$ cat src/rtl/xoo_pkg.sv
// Shared definitions for the Xoodyak cyclist engine and its host-side sequencer.
package xoo_pkg;

  localparam int unsigned HASH_RATE            = 16;
  localparam int unsigned DEFAULT_DIGEST_BYTES = 32;

  localparam logic [1:0] ERR_NONE    = 2'd0;
  localparam logic [1:0] ERR_TIMEOUT = 2'd1;
  localparam logic [1:0] ERR_SHORT   = 2'd2;
  localparam logic [1:0] ERR_OVF     = 2'd3;

  typedef enum logic [2:0] {
    StIdle,
    StAbsReq,
    StAbsWaitHi,
    StAbsWaitLo,
    StSqzReq,
    StSqzWaitHi,
    StSqzCollect,
    StDone
  } host_state_e;

endpackage

$ cat src/rtl/xoo_digest_collect.sv
// Collects squeezed bytes into the digest register, first byte in the low lane.
module xoo_digest_collect #(
  parameter int unsigned DIGEST_BYTES = 32,
  parameter int unsigned CntW         = $clog2(DIGEST_BYTES + 1)
) (
  input  logic                      clk,
  input  logic                      rst,
  input  logic                      clear,
  input  logic                      capture,
  input  logic                      squeeze_valid,
  input  logic [7:0]                squeeze_data,
  output logic [DIGEST_BYTES*8-1:0] digest,
  output logic [CntW-1:0]           cnt_nxt,
  output logic                      ovf
);

  logic [DIGEST_BYTES*8-1:0] digest_q;
  logic [CntW-1:0]           cnt_q;
  logic                      full;
  logic                      wr;

  assign full    = (cnt_q == CntW'(DIGEST_BYTES));
  assign wr      = capture & squeeze_valid & ~full;
  // A byte arriving once the digest is full is dropped and flagged.
  assign ovf     = capture & squeeze_valid & full;
  assign cnt_nxt = cnt_q + CntW'(wr);
  assign digest  = digest_q;

  // Byte counter and digest lane write.
  always_ff @(posedge clk) begin
    if (rst || clear) begin
      digest_q <= '0;
      cnt_q    <= '0;
    end else if (wr) begin
      digest_q[{cnt_q, 3'b000} +: 8] <= squeeze_data;
      cnt_q                          <= cnt_nxt;
    end
  end

endmodule

$ cat src/rtl/xoo_hash_host.sv
// Host sequencer: absorb request, squeeze request, digest collection and hand-off.
module xoo_hash_host
  import xoo_pkg::*;
#(
  parameter int unsigned DIGEST_BYTES   = DEFAULT_DIGEST_BYTES,
  parameter int unsigned TIMEOUT_CYCLES = 65535
) (
  input  logic                      clk,
  input  logic                      rst,
  input  logic                      cmd_valid,
  output logic                      cmd_ready,
  input  logic [7:0]                cmd_byte,
  input  logic [15:0]               cmd_len,
  output logic                      start_absorb,
  output logic [7:0]                absorb_data,
  output logic [15:0]               absorb_len,
  output logic                      start_squeeze,
  output logic [15:0]               squeeze_len,
  input  logic [7:0]                squeeze_data,
  input  logic                      squeeze_valid,
  input  logic                      busy,
  output logic                      dig_valid,
  input  logic                      dig_ready,
  output logic [DIGEST_BYTES*8-1:0] digest,
  output logic                      err,
  output logic [1:0]                err_code
);

  localparam int unsigned CntW = $clog2(DIGEST_BYTES + 1);
  localparam int unsigned TmoW = $clog2(TIMEOUT_CYCLES + 1);

  host_state_e     state_q, state_d;
  logic [TmoW-1:0] tmo_q, tmo_d;
  logic            err_q, err_d;
  logic [1:0]      err_code_q, err_code_d;
  logic [7:0]      absorb_data_q, absorb_data_d;
  logic [15:0]     absorb_len_q, absorb_len_d;
  logic            accept, capture, counting, tmo_hit, ovf;
  logic            raise;
  logic [1:0]      raise_code;
  logic [CntW-1:0] cnt_nxt;

  assign cmd_ready     = (state_q == StIdle) & ~rst;
  assign accept        = cmd_valid & cmd_ready;
  assign start_absorb  = (state_q == StAbsReq);
  assign start_squeeze = (state_q == StSqzReq);
  assign dig_valid     = (state_q == StDone);
  assign squeeze_len   = 16'(DIGEST_BYTES);
  assign absorb_data   = absorb_data_q;
  assign absorb_len    = absorb_len_q;
  assign err           = err_q;
  assign err_code      = err_code_q;
  assign capture       = (state_q == StSqzWaitHi) | (state_q == StSqzCollect);
  assign counting      = state_q inside {StAbsWaitHi, StAbsWaitLo, StSqzWaitHi, StSqzCollect};
  assign tmo_hit       = counting && (tmo_q == TmoW'(TIMEOUT_CYCLES - 1));

  xoo_digest_collect #(
    .DIGEST_BYTES (DIGEST_BYTES)
  ) u_collect (
    .clk           (clk),
    .rst           (rst),
    .clear         (accept),
    .capture       (capture),
    .squeeze_valid (squeeze_valid),
    .squeeze_data  (squeeze_data),
    .digest        (digest),
    .cnt_nxt       (cnt_nxt),
    .ovf           (ovf)
  );

  // Next-state, error and command-latch logic.
  always_comb begin
    state_d       = state_q;
    err_d         = err_q;
    err_code_d    = err_code_q;
    absorb_data_d = absorb_data_q;
    absorb_len_d  = absorb_len_q;
    raise         = 1'b0;
    raise_code    = ERR_NONE;
    unique case (state_q)
      StIdle: begin
        if (accept) begin
          absorb_data_d = cmd_byte;
          absorb_len_d  = cmd_len;
          err_d         = 1'b0;
          err_code_d    = ERR_NONE;
          state_d       = (cmd_len != 16'd0) ? StAbsReq : StSqzReq;
        end
      end
      StAbsReq: state_d = StAbsWaitHi;
      StAbsWaitHi: begin
        if (busy) begin
          state_d = StAbsWaitLo;
        end else if (tmo_hit) begin
          raise = 1'b1; raise_code = ERR_TIMEOUT; state_d = StDone;
        end
      end
      StAbsWaitLo: begin
        if (!busy) begin
          state_d = StSqzReq;
        end else if (tmo_hit) begin
          raise = 1'b1; raise_code = ERR_TIMEOUT; state_d = StDone;
        end
      end
      StSqzReq: state_d = StSqzWaitHi;
      StSqzWaitHi: begin
        if (busy) begin
          state_d = StSqzCollect;
        end else if (tmo_hit) begin
          raise = 1'b1; raise_code = ERR_TIMEOUT; state_d = StDone;
        end
      end
      StSqzCollect: begin
        if (ovf) begin
          raise = 1'b1; raise_code = ERR_OVF;
        end
        // Count check uses the post-capture value so a final byte with busy low still counts.
        if (!busy) begin
          state_d = StDone;
          if (cnt_nxt != CntW'(DIGEST_BYTES)) begin
            raise = 1'b1; raise_code = ERR_SHORT;
          end
        end else if (tmo_hit) begin
          raise = 1'b1; raise_code = ERR_TIMEOUT; state_d = StDone;
        end
      end
      StDone: begin
        if (dig_ready) state_d = StIdle;
      end
      default: state_d = StIdle;
    endcase
    // First error of a command is the one reported.
    if (raise && !err_q) begin
      err_d      = 1'b1;
      err_code_d = raise_code;
    end
  end

  // Timeout counter restarts on every state change.
  always_comb begin
    tmo_d = '0;
    if (counting && (state_d == state_q)) tmo_d = tmo_q + TmoW'(1);
  end

  // State and register update.
  always_ff @(posedge clk) begin
    if (rst) begin
      state_q       <= StIdle;
      tmo_q         <= '0;
      err_q         <= 1'b0;
      err_code_q    <= ERR_NONE;
      absorb_data_q <= '0;
      absorb_len_q  <= '0;
    end else begin
      state_q       <= state_d;
      tmo_q         <= tmo_d;
      err_q         <= err_d;
      err_code_q    <= err_code_d;
      absorb_data_q <= absorb_data_d;
      absorb_len_q  <= absorb_len_d;
    end
  end

endmodule

$ cat config.mk
export PLATFORM = sky130hd
export DESIGN_NAME = xoo_hash_host
export DESIGN_NICKNAME = d
export VERILOG_FILES = /design/src/rtl/xoo_pkg.sv /design/src/rtl/xoo_digest_collect.sv /design/src/rtl/xoo_hash_host.sv
export SDC_FILE = /design/constraint.sdc
export NUM_CORES = 1
export LEC_CHECK = 0
export ABC_AREA = 1
export CAP_MARGIN = 20
export CORE_MARGIN = 2
export CORE_UTILIZATION = 45
export CTS_CLUSTER_SIZE = 8
export DETAILED_ROUTE_END_ITERATION = 6
export PLACE_DENSITY = 0.75
export SLEW_MARGIN = 15
export SYNTH_ARGS = -nofsm -noshare
export SYNTH_HDL_FRONTEND = slang
export SYNTH_SLANG_ARGS = --single-unit
$ cat constraint.sdc
create_clock -name clk -period 5.5 [get_ports clk]
set_input_delay 1.1 -clock clk [delete_from_list [all_inputs] [get_ports clk]]
set_output_delay 1.1 -clock clk [all_outputs]
set_load 0.01 [all_outputs]
== Word-level counts from Yosys, hierarchy flattened ==
Cells that the tools add are included.
Cells by class
  add/subtract/negate cells: 3
  eq/ne operators: 11
  shifts and indexed selects: 2
  mux-type cells: 32
  bitwise logic cells: 9
  reductions and logical operators: 14
Operators with widths (count)
  bitwise mux 256 bit: 1
  variable shift 8 x 11 -> 256 bit (first input constant): 1
  indexed part select 8 x 11 -> 256 bit: 1
  two-way mux 3 bit: 8
  case mux 3 bit (8 select lines): 1
  adder 16 x 1 -> 16 bit (second input constant): 1
  equality test 16 bit (second input constant): 1
  two-way mux 2 bit: 8
  nonzero test 16 bit: 1
  equality test 3 bit (second input constant): 4
  two-way mux 1 bit: 12
  negator 9 -> 11 bit: 1
  adder 6 x 1 -> 6 bit: 1
  equality test 3 x 2 -> 1 bit (second input constant): 2
  equality test 6 bit (second input constant): 1
  != test 6 bit (second input constant): 1
  case mux 2 bit (3 select lines): 1
  bitwise AND 1 bit: 5
  AND reduction 2 bit: 2
  nonzero test 2 bit: 2
  nonzero test 4 bit: 1
  OR reduction 2 bit: 2
  equality test 3 x 1 -> 1 bit (second input constant): 1
  equality test 3 bit: 1
  7 further kinds: 11
Word-level totals
  bits in registers: 308
  bits of input ports: 38
  output and inout bits: 303
  word-level logic and storage cells: 79

== Longest topological paths before layout ==
Gate-level depths: netlist of run 1.
  word-level depth: 12
  mapped depth: 19
  mapped depth without buffers: 19

== Cells and area by module ==
Synthesis of run 1 repeated with hierarchy kept, for this count alone.
Unflattened totals
  cells, all modules: 2089
  area total of the unflattened synthesis: 13954.6 um^2
By module, submodules not included
  xoo_digest_collect: instances 1, cells each 1756, area an instance 11559.8 um^2, seq. area each 5245.0 um^2
  xoo_hash_host: instances 1, cells each 333, area an instance 2394.8 um^2, seq. area each 920.9 um^2

== Least setup slack after synthesis of run 1 ==
No wires, ideal clock.
  path type: input to register
  start point: in squeeze_valid
  end point: reg err_code_q[1] (netlist: err_code[1])
  library setup time: 0.113 ns
  data arrival time: 2.622 ns
  required time: 5.387 ns
  slack: 2.766 ns
  stages: 16
  buffers on the path: 0
  cell sequence: nand2_1 > inv_2 > nand2_4 > inv_1 > ha_1 > ha_1 > xnor2_1 > nand2_1 > nor2_1 > nand3b_1 > nand2_1 > nand3_1 > nand2_1 > nand2_1 > nand2_1 > nor2_1
On the way
  longest elaborated chain between the ends: 10
  elaborated cells between the ends (all ways): 20
  classes of those cells: 1 x add/sub; 1 x eq/ne; 11 x mux; 3 x bitwise; 4 x reduce/logical
Ends and longest elaborated chain
  start: declaration: RTL line xoo_hash_host.sv:20  | input logic squeeze_valid,
  bitwise AND 1 bit (*) (2 in series): RTL line xoo_digest_collect.sv:23  | assign wr = capture & squeeze_valid & ~full;
  via u_collect.wr: RTL line xoo_digest_collect.sv:20  | logic wr;
  adder 6 x 1 -> 6 bit (*): RTL line xoo_digest_collect.sv:26  | assign cnt_nxt = cnt_q + CntW'(wr);
  != test 6 bit (*): RTL line xoo_hash_host.sv:120  | if (cnt_nxt != CntW'(DIGEST_BYTES)) begin
  two-way mux 1 bit: RTL line xoo_hash_host.sv:120
  two-way mux 1 bit: RTL line xoo_hash_host.sv:118  | if (!busy) begin
  case mux 1 bit (3 select lines): RTL line xoo_hash_host.sv:80  | unique case (state_q)
  logical AND 1 bit: RTL line xoo_hash_host.sv:133  | if (raise && !err_q) begin
  nonzero test 2 bit (no line)
  AND reduction 2 bit (no line)
  end signal: assignment: RTL line xoo_hash_host.sv:158  | err_code_q <= err_code_d;
  end: declaration: RTL line xoo_hash_host.sv:35  | logic [1:0] err_code_q, err_code_d;
The timed path passes the listed nets; every way through them passes the cells marked *.
A chain may end at the register's enable or synchronous reset.

== Worst setup path after layout of run 1 ==
  start point: reg u_collect.cnt_q[0]
  end point: reg u_collect.digest_q[81] (netlist: u_collect.digest[81])
On the way
  longest elaborated chain between the ends: 3
  elaborated cells between the ends (all ways): 7
  classes of those cells: 1 x add/sub; 1 x eq/ne; 2 x shift; 1 x mux; 2 x bitwise
Ends and longest elaborated chain
  start: declaration: RTL line xoo_digest_collect.sv:18  | logic [CntW-1:0] cnt_q;
  start signal: assignment: RTL line xoo_digest_collect.sv:36  | cnt_q <= cnt_nxt;
  negator 9 -> 11 bit or equality test 6 bit (tied branches): RTL line xoo_digest_collect.sv:35, xoo_digest_collect.sv:22
  indexed part select 8 x 11 -> 256 bit (tied with other cells): RTL line xoo_digest_collect.sv:35  | digest_q[{cnt_q, 3'b000} +: 8] <= squeeze_data;
  bitwise mux 256 bit or bitwise AND 1 bit (tied branches): RTL line xoo_digest_collect.sv:35, xoo_digest_collect.sv:23
  end signal: indexed assignment: RTL line xoo_digest_collect.sv:35
  end: declaration: RTL line xoo_digest_collect.sv:17  | logic [DIGEST_BYTES*8-1:0] digest_q;
Several ways; a longest one is shown, not always the timed one.

==> results of run 1 <==
-- worst paths after layout --
kind / endpoint / startpoint / cells after the start
hold / removal: absorb_len[10] / absorb_len[10] / 2
setup reg to reg: u_collect.digest[81] / u_collect.cnt_q[0] / 10
hold reg to reg: absorb_len[10] / absorb_len[10] / 2
setup / recovery: u_collect.digest[81] / u_collect.cnt_q[0] / 10
-- layout make-up --
type / count / share of cell area (%)
clock buffers: 46 / 6.52
inverters: 164 / 3.55
multi-input cells: 1180 / 32.5
repair buffers: 330 / 19.0
well taps: 378 / 2.73
diodes: 2 / 0.0289
flip-flops and latches: 308 / 35.6
clock inverters: 3 / 0.130
-- cell families (layout without fill, tap and decap cells) --
logic type                 count (synthesis)  after routing
AOI/OAI and AO/OA                        311            311
xor gates and xnor gates                  13             13
adders and majority gates                  5              5
buffers and inverters                    259            543
DFF                                      308            308
other                                      2             18
and+or+nand+nor                          835            835
-- critical path, stage by stage (launching register included) --
cell      delay, ps
dfxtp_1         820
inv_2           210
ha_1            610
clkinv_1        570
nor2_1          480
inv_1           160
nor3_1          280
inv_1           140
nor3_1          160
o21ai_1         100
nor2_1          110
-- metal layers --
metal  GRT usage, %  wire length (µm)  up-vias
met5              0                 0        -
met4           8.83              1240        0
met3           7.54              3720       83
met2           41.8             18300      501
met1           32.3             16600     5611
li1               -                 -     6107
-- synthesized netlist by cell type, types with 2 or more instances --
library cell  count  share of area [%]
inv_2            17               0.49
nand3_1          38                1.5
o21bai_1          3               0.17
nand3_2           7               0.54
nor3_1           36                1.4
xor2_1            9               0.61
buf_1             8               0.23
buf_2            29                1.1
inv_1           146                4.2
o21ai_0         156                6.1
a211oi_1         51                3.0
buf_6             4               0.35
a22o_1            8               0.54
nor2_8            3               0.47
conb_1            2              0.058
nor2_1          435                 13
a211oi_2          6               0.58
nand2_1         254                7.4
a31oi_1           2              0.097
nor2_4           15                1.3
o21ai_1          14               0.54
dfxtp_1         308                 48
xnor2_1           4               0.27
nand2_4           2               0.17
buf_4            26                1.5
nand4_1          20               0.97
clkbuf_1         27               0.79
a21oi_1          67                2.6
nand2_2           4               0.19
ha_1              5               0.49
nor2_2           13               0.63
-- sequential cells by signal, indices dropped and copies added (netlist names) --
signal            flops
absorb_data           8
state_q               3
absorb_len           16
err                   1
u_collect.cnt_q       6
err_code              2
tmo_q                16
u_collect.digest    256
-- through the flow --
| step | util, % | setup slack, ps | cell area [µm²] | hold WS [ps] |
|---|---|---|---|---|
| 2_1_floorplan | - | 2770 | 12900 | 430 |
| 3_3_place_gp | 57.8 | 1810 | 16200 | 441 |
| 3_5_place_dp | 57.8 | 1680 | 16200 | 444 |
| 4_1_cts | 61.9 | 1860 | 17300 | 457 |
| 5_1_grt | 61.9 | 1450 | 17300 | 484 |
| 6_report | 61.9 | 1780 | 17300 | 451 |
-- power groups by stage --
stage | Combinational [mW] | Sequential (mW) | Clock [mW]
3_5_place_dp | 0.966 | 2.40 | 0
2_1_floorplan | 0.636 | 2.41 | 0
6_report | 0.987 | 2.36 | 2.35
4_1_cts | 0.970 | 2.36 | 2.38
5_1_grt | 1.08 | 2.36 | 2.47
3_3_place_gp | 0.953 | 2.40 | 0
==> reports/qor.txt, run 1 <==
Status = finished with violations
Failing checks = design-rule violations
Post-Synth Simple-Gate Area = 28.0%
Hpwl dp = 28600 µm
Io pins = 341
Area Overhead vs Synth = 34.4%
Leakage = 6.91 nW
Adder-Cell Fraction of Synth Area = 0.485%
Largest net degree at the start of global routing = 105
Most common cell after layout, fill and taps aside = nor2_1
Sequential Area = 6170 µm²
Slew headroom = 31.2%
Die area = 30000 µm²
Fin. Hold Viols = 0
Initial Util = 46.0%
Switching share of power = 29.2%
CTS root buf = clkbuf_16
Max-Cap Viols = 0
Share of cells above drive strength 1 = 6.25%
Row count = 61
CTS tree = done
Final setup viols = 0
CTS Buf Count = 44
GRT overflow = 0
Hold-fix buffers, CTS = 0
First DRT Iteration DRCs = 1069
Cts repair resizes = 0
WP data arrival = 4170 ps
Max-slew violations = 0
Post-synthesis cell count = 1733
Async SR Flop Fraction = 0%
Max Fclk = 0.269 GHz
Post-synthesis mux area share = 0%
Largest family of logic cells by synthesized area = simple AND/OR/NAND/NOR gates
Most frequent cells in the layout = nor2_1, clkdlybuf4s50_1, dfxtp_1
Postcts setup bufs = 0
Vias per cell = 5.10
Required time worst endpoint = 5950 ps
Crit path kind = register to register
Int Power = 4.03 mW
Main synth FF type = dfxtp_1
Post-Route WL = 39900 µm
Final cell count without fillers = 2411
Syn_area_per_cell = 7.44 µm²
Period utilization = 67.7%
Synth Warn # = 0
Antenna violations before repair = 2
RSZ-0062 raised after global routing = no
CP endpoint kind = register
Core area = 28000 µm²
Via count = 12300
Final #Nets = 2071
Pwr Total = 5.69 mW
Drt drc = 1
Sequential share of power = 41.5%
Seq/Total Area, Yosys = 47.8%
Synth Area in Compound Gates = 13.8%
Maximum clock path buffer count = 3
I/O Buffers = 324
Post-synth EDFFs = 0
Final setup TNS = 0 ps
Cell Area, Synth = 12900 µm²
Xor-xnor portion of the synthesized cell area = 0.883%
Worst vdd ir = 274 µV
Number of global-route vias before repair = 11600
DRT antenna net count = 0
Placed Cells = 2360
Worst-Margin Slew = 1020 ps
Reg clk slew, reported paths = 50 ps
Worst Setup Start Kind = register
Die H = 173 µm
WL/cell = 16.5 µm
Drt first pass iters = 7
Power Density = 328 nW/µm²
Gpl congestion = 0.914
Footprint of the multi-input gates = 5630 µm²
Count of cell types in the netlist = 45
HP Class = register to register
Sink Count = 308
Flop-to-flop setup slack = 1780 ps
Filler instances = 2476
Die width = 173 µm
Gate power share = 17.3%
First-pass GRT wire length = 62700 µm
Skew final = 16.0 ps
Total Routing Usage GR = 25.6%
Synth Register Bits = 308
Clk Latency, worst-skew pair = 530 ps
H-tree levels = 2
Sw power = 1.66 mW
Critical Path Fanout Max = 21
Clock network power share = 41.2%
Min Tclk post-route = 3720 ps
No activity file was read; power rests on OpenSTA's default activity.
==> run 2, diff against run 1 <==
- CORE_UTILIZATION: 45 -> 44
- PLACE_DENSITY: 0.75 -> 0.76
- clock period: 5.5 -> 3.05 ns (I/O delays scaled with it)
==> run 2 against run 1 <==
The run now ends clean. Sequential power increased by 80%. Power increased by 84%. First-iteration DRC count decreased by 8.3%. Global-route usage increased by 0.071 points. Clock skew decreased by 1.4 ps. Routed wire length increased by 2.6%. Cell count increased by 1.1%. Hold slack improved by 4.1 ps. Clock power increased by 83%. Die area increased by 2.2%. Non-clock buffer count increased by 22. Largest power group is now the clock network.
==> reports/qor.txt, run 2 (synthesis gave the netlist of run 1 again) <==
Status = finished, final reports clean
Die area = 30700 µm²
Hold WS = 456 ps
Total Routing Usage GR = 25.7%
Max Fclk = 0.353 GHz
Final Worst Setup Slack = 220 ps
I/O Buffers = 324
Required time worst endpoint = 3480 ps
Largest net degree at the start of global routing = 125
Worst vdd ir = 413 µV
Final cell count without fillers = 2438
Min Tclk post-route = 2830 ps
Placed Cells = 2385
Most common cell after layout, fill and taps aside = nor2_1
Final #Nets = 2093
CTS tree = done
First DRT Iteration DRCs = 980
Vias per cell = 5.15
Hold Path End = absorb_len[3]
Sink Count = 308
Max-Cap Viols = 0
GRT overflow = 0
Pwr Total = 10.5 mW
Die width = 175 µm
Fin. Hold Viols = 0
RSZ-0062 raised after global routing = yes
Power Density = 596 nW/µm²
Worst Setup Start Kind = register
Clk Latency, worst-skew pair = 540 ps
Most frequent cells in the layout = nor2_1, clkdlybuf4s50_1, dfxtp_1
Area Overhead vs Synth = 36.2%
WL/cell = 16.8 µm
Drt drc = 0
CP endpoint kind = register
Hold-fix buffers, CTS = 0
Setup slack after placement = 146 ps
H-tree levels = 2
Antenna violations before repair = 1
Share of cells above drive strength 1 = 7.36%
First-pass GRT wire length = 63000 µm
Gpl congestion = 0.906
Period utilization = 92.8%
Final setup viols = 0
Skew final = 14.6 ps
DRT antenna net count = 0
Flop-to-flop setup slack = 220 ps
Via count = 12500
Worst reg2reg path depth = 19
Number of flip-flops in the largest register = 256
Drt first pass iters = 5
Hold Crit Start = absorb_len[3]
Worst-Margin Slew = 771 ps
Leakage = 7.04 nW
CTS root buf = clkbuf_16
Crit path kind = register to register
Max-slew violations = 0
Hold path depth = 2
Post-Route WL = 40900 µm
WP data arrival = 3260 ps
Slew headroom = 48.2%
Maximum clock path buffer count = 3
Reg clk slew, reported paths = 50 ps
Critical Path Fanout Max = 8
Io pins = 341
Die H = 175 µm
HP Class = register to register
Number of global-route vias before repair = 11800
Row count = 62
Initial Util = 44.8%
R2r startpoint = u_collect.cnt_q[0]
RR Endpoint = err_code[1]
Core area = 28800 µm²
CTS Buf Count = 44
Hpwl dp = 29300 µm
## run 2: cell count changes in the layout (fill, tap and decap cells not counted)
cell / delta
inv_16: +1
diode_2: -1
inv_6: -1
clkbuf_1: -1
clkinv_2: -1
buf_4: +19
clkinv_8: +1
clkbuf_8: +2
nor2_2: +1
clkbuf_16: -1
nor2_1: -1
buf_12: +3
## run 2: power breakdown
group          leakage [nW]  switching (mW)  internal (mW)
clock network         0.578            1.72           2.60
registers              2.48          0.0948           4.15
logic                  3.98            1.29          0.615
total                  7.04            3.11           7.36
## run 2: metal layers
| layer | vias to the layer above | wire length, µm | track usage [%] |
|---|---|---|---|
| met3 | 101 | 3720 | 7.79 |
| met4 | 0 | 1540 | 10.7 |
| li1 | 6150 | - | - |
| met2 | 508 | 18900 | 41.5 |
| met1 | 5785 | 16700 | 31.8 |
| met5 | - | 0 | 0 |
## run 2: cell type report
type / count / area (µm²)
diodes: 1 / 2.50
clock buffers: 46 / 1130
clock inverters: 3 / 45.0
fillers: 2534 / 11200
inverters: 164 / 616
multi-input cells: 1180 / 5640
flip-flops and latches: 308 / 6170
well taps: 384 / 480
repair buffers: 352 / 3490
## run 2: through the flow
stage                     area, µm²  setup TNS [ps]  util [%]
after floorplan               12900               0         -
after global placement        16400               0      56.9
after detailed placement      16400               0      56.9
after CTS                     17500               0      60.9
after global routing          17600           -23.1      61.0
final                         17600               0      61.0
## run 2: critical path, cell delays in order, from the launching register on
cell and delay [ps]:
dfxtp_1 320, inv_2 140, ha_1 190, nand2_1 100
nor2_2 180, nand2_1 130, nand2_4 120, inv_1 100
ha_1 240, ha_1 220, xnor2_1 210, nand2_1 80
nor2_1 90, nand3b_1 120, nand2_1 80, nand3_1 100
nand2_1 120, nand2_1 60, nand2_1 70, nor2_1 40
## run 2: timing repair
item | 4_1_cts | 5_1_grt
gates resized for setup | 0 | 1
endpoints found under the hold margin | 0 | 0
endpoints found under the setup margin | 0 | 3
buffers inserted | 0 | 3
## run 2: worst max path at each step
| stage | startpoint | slack, ps | end | cells past startpoint |
|---|---|---|---|---|
| after floorplan | u_collect.cnt_q[0] | 530 | err_code[1] | 19 |
| after detailed placement | squeeze_valid | 150 | err_code[1] | 16 |
| after CTS | u_collect.cnt_q[0] | 140 | err_code[1] | 19 |
| final | u_collect.cnt_q[0] | 220 | err_code[1] | 19 |
| after global routing | u_collect.cnt_q[1] | -20 | err_code[0] | 17 |
| after global placement | squeeze_valid | 240 | err_code[1] | 17 |
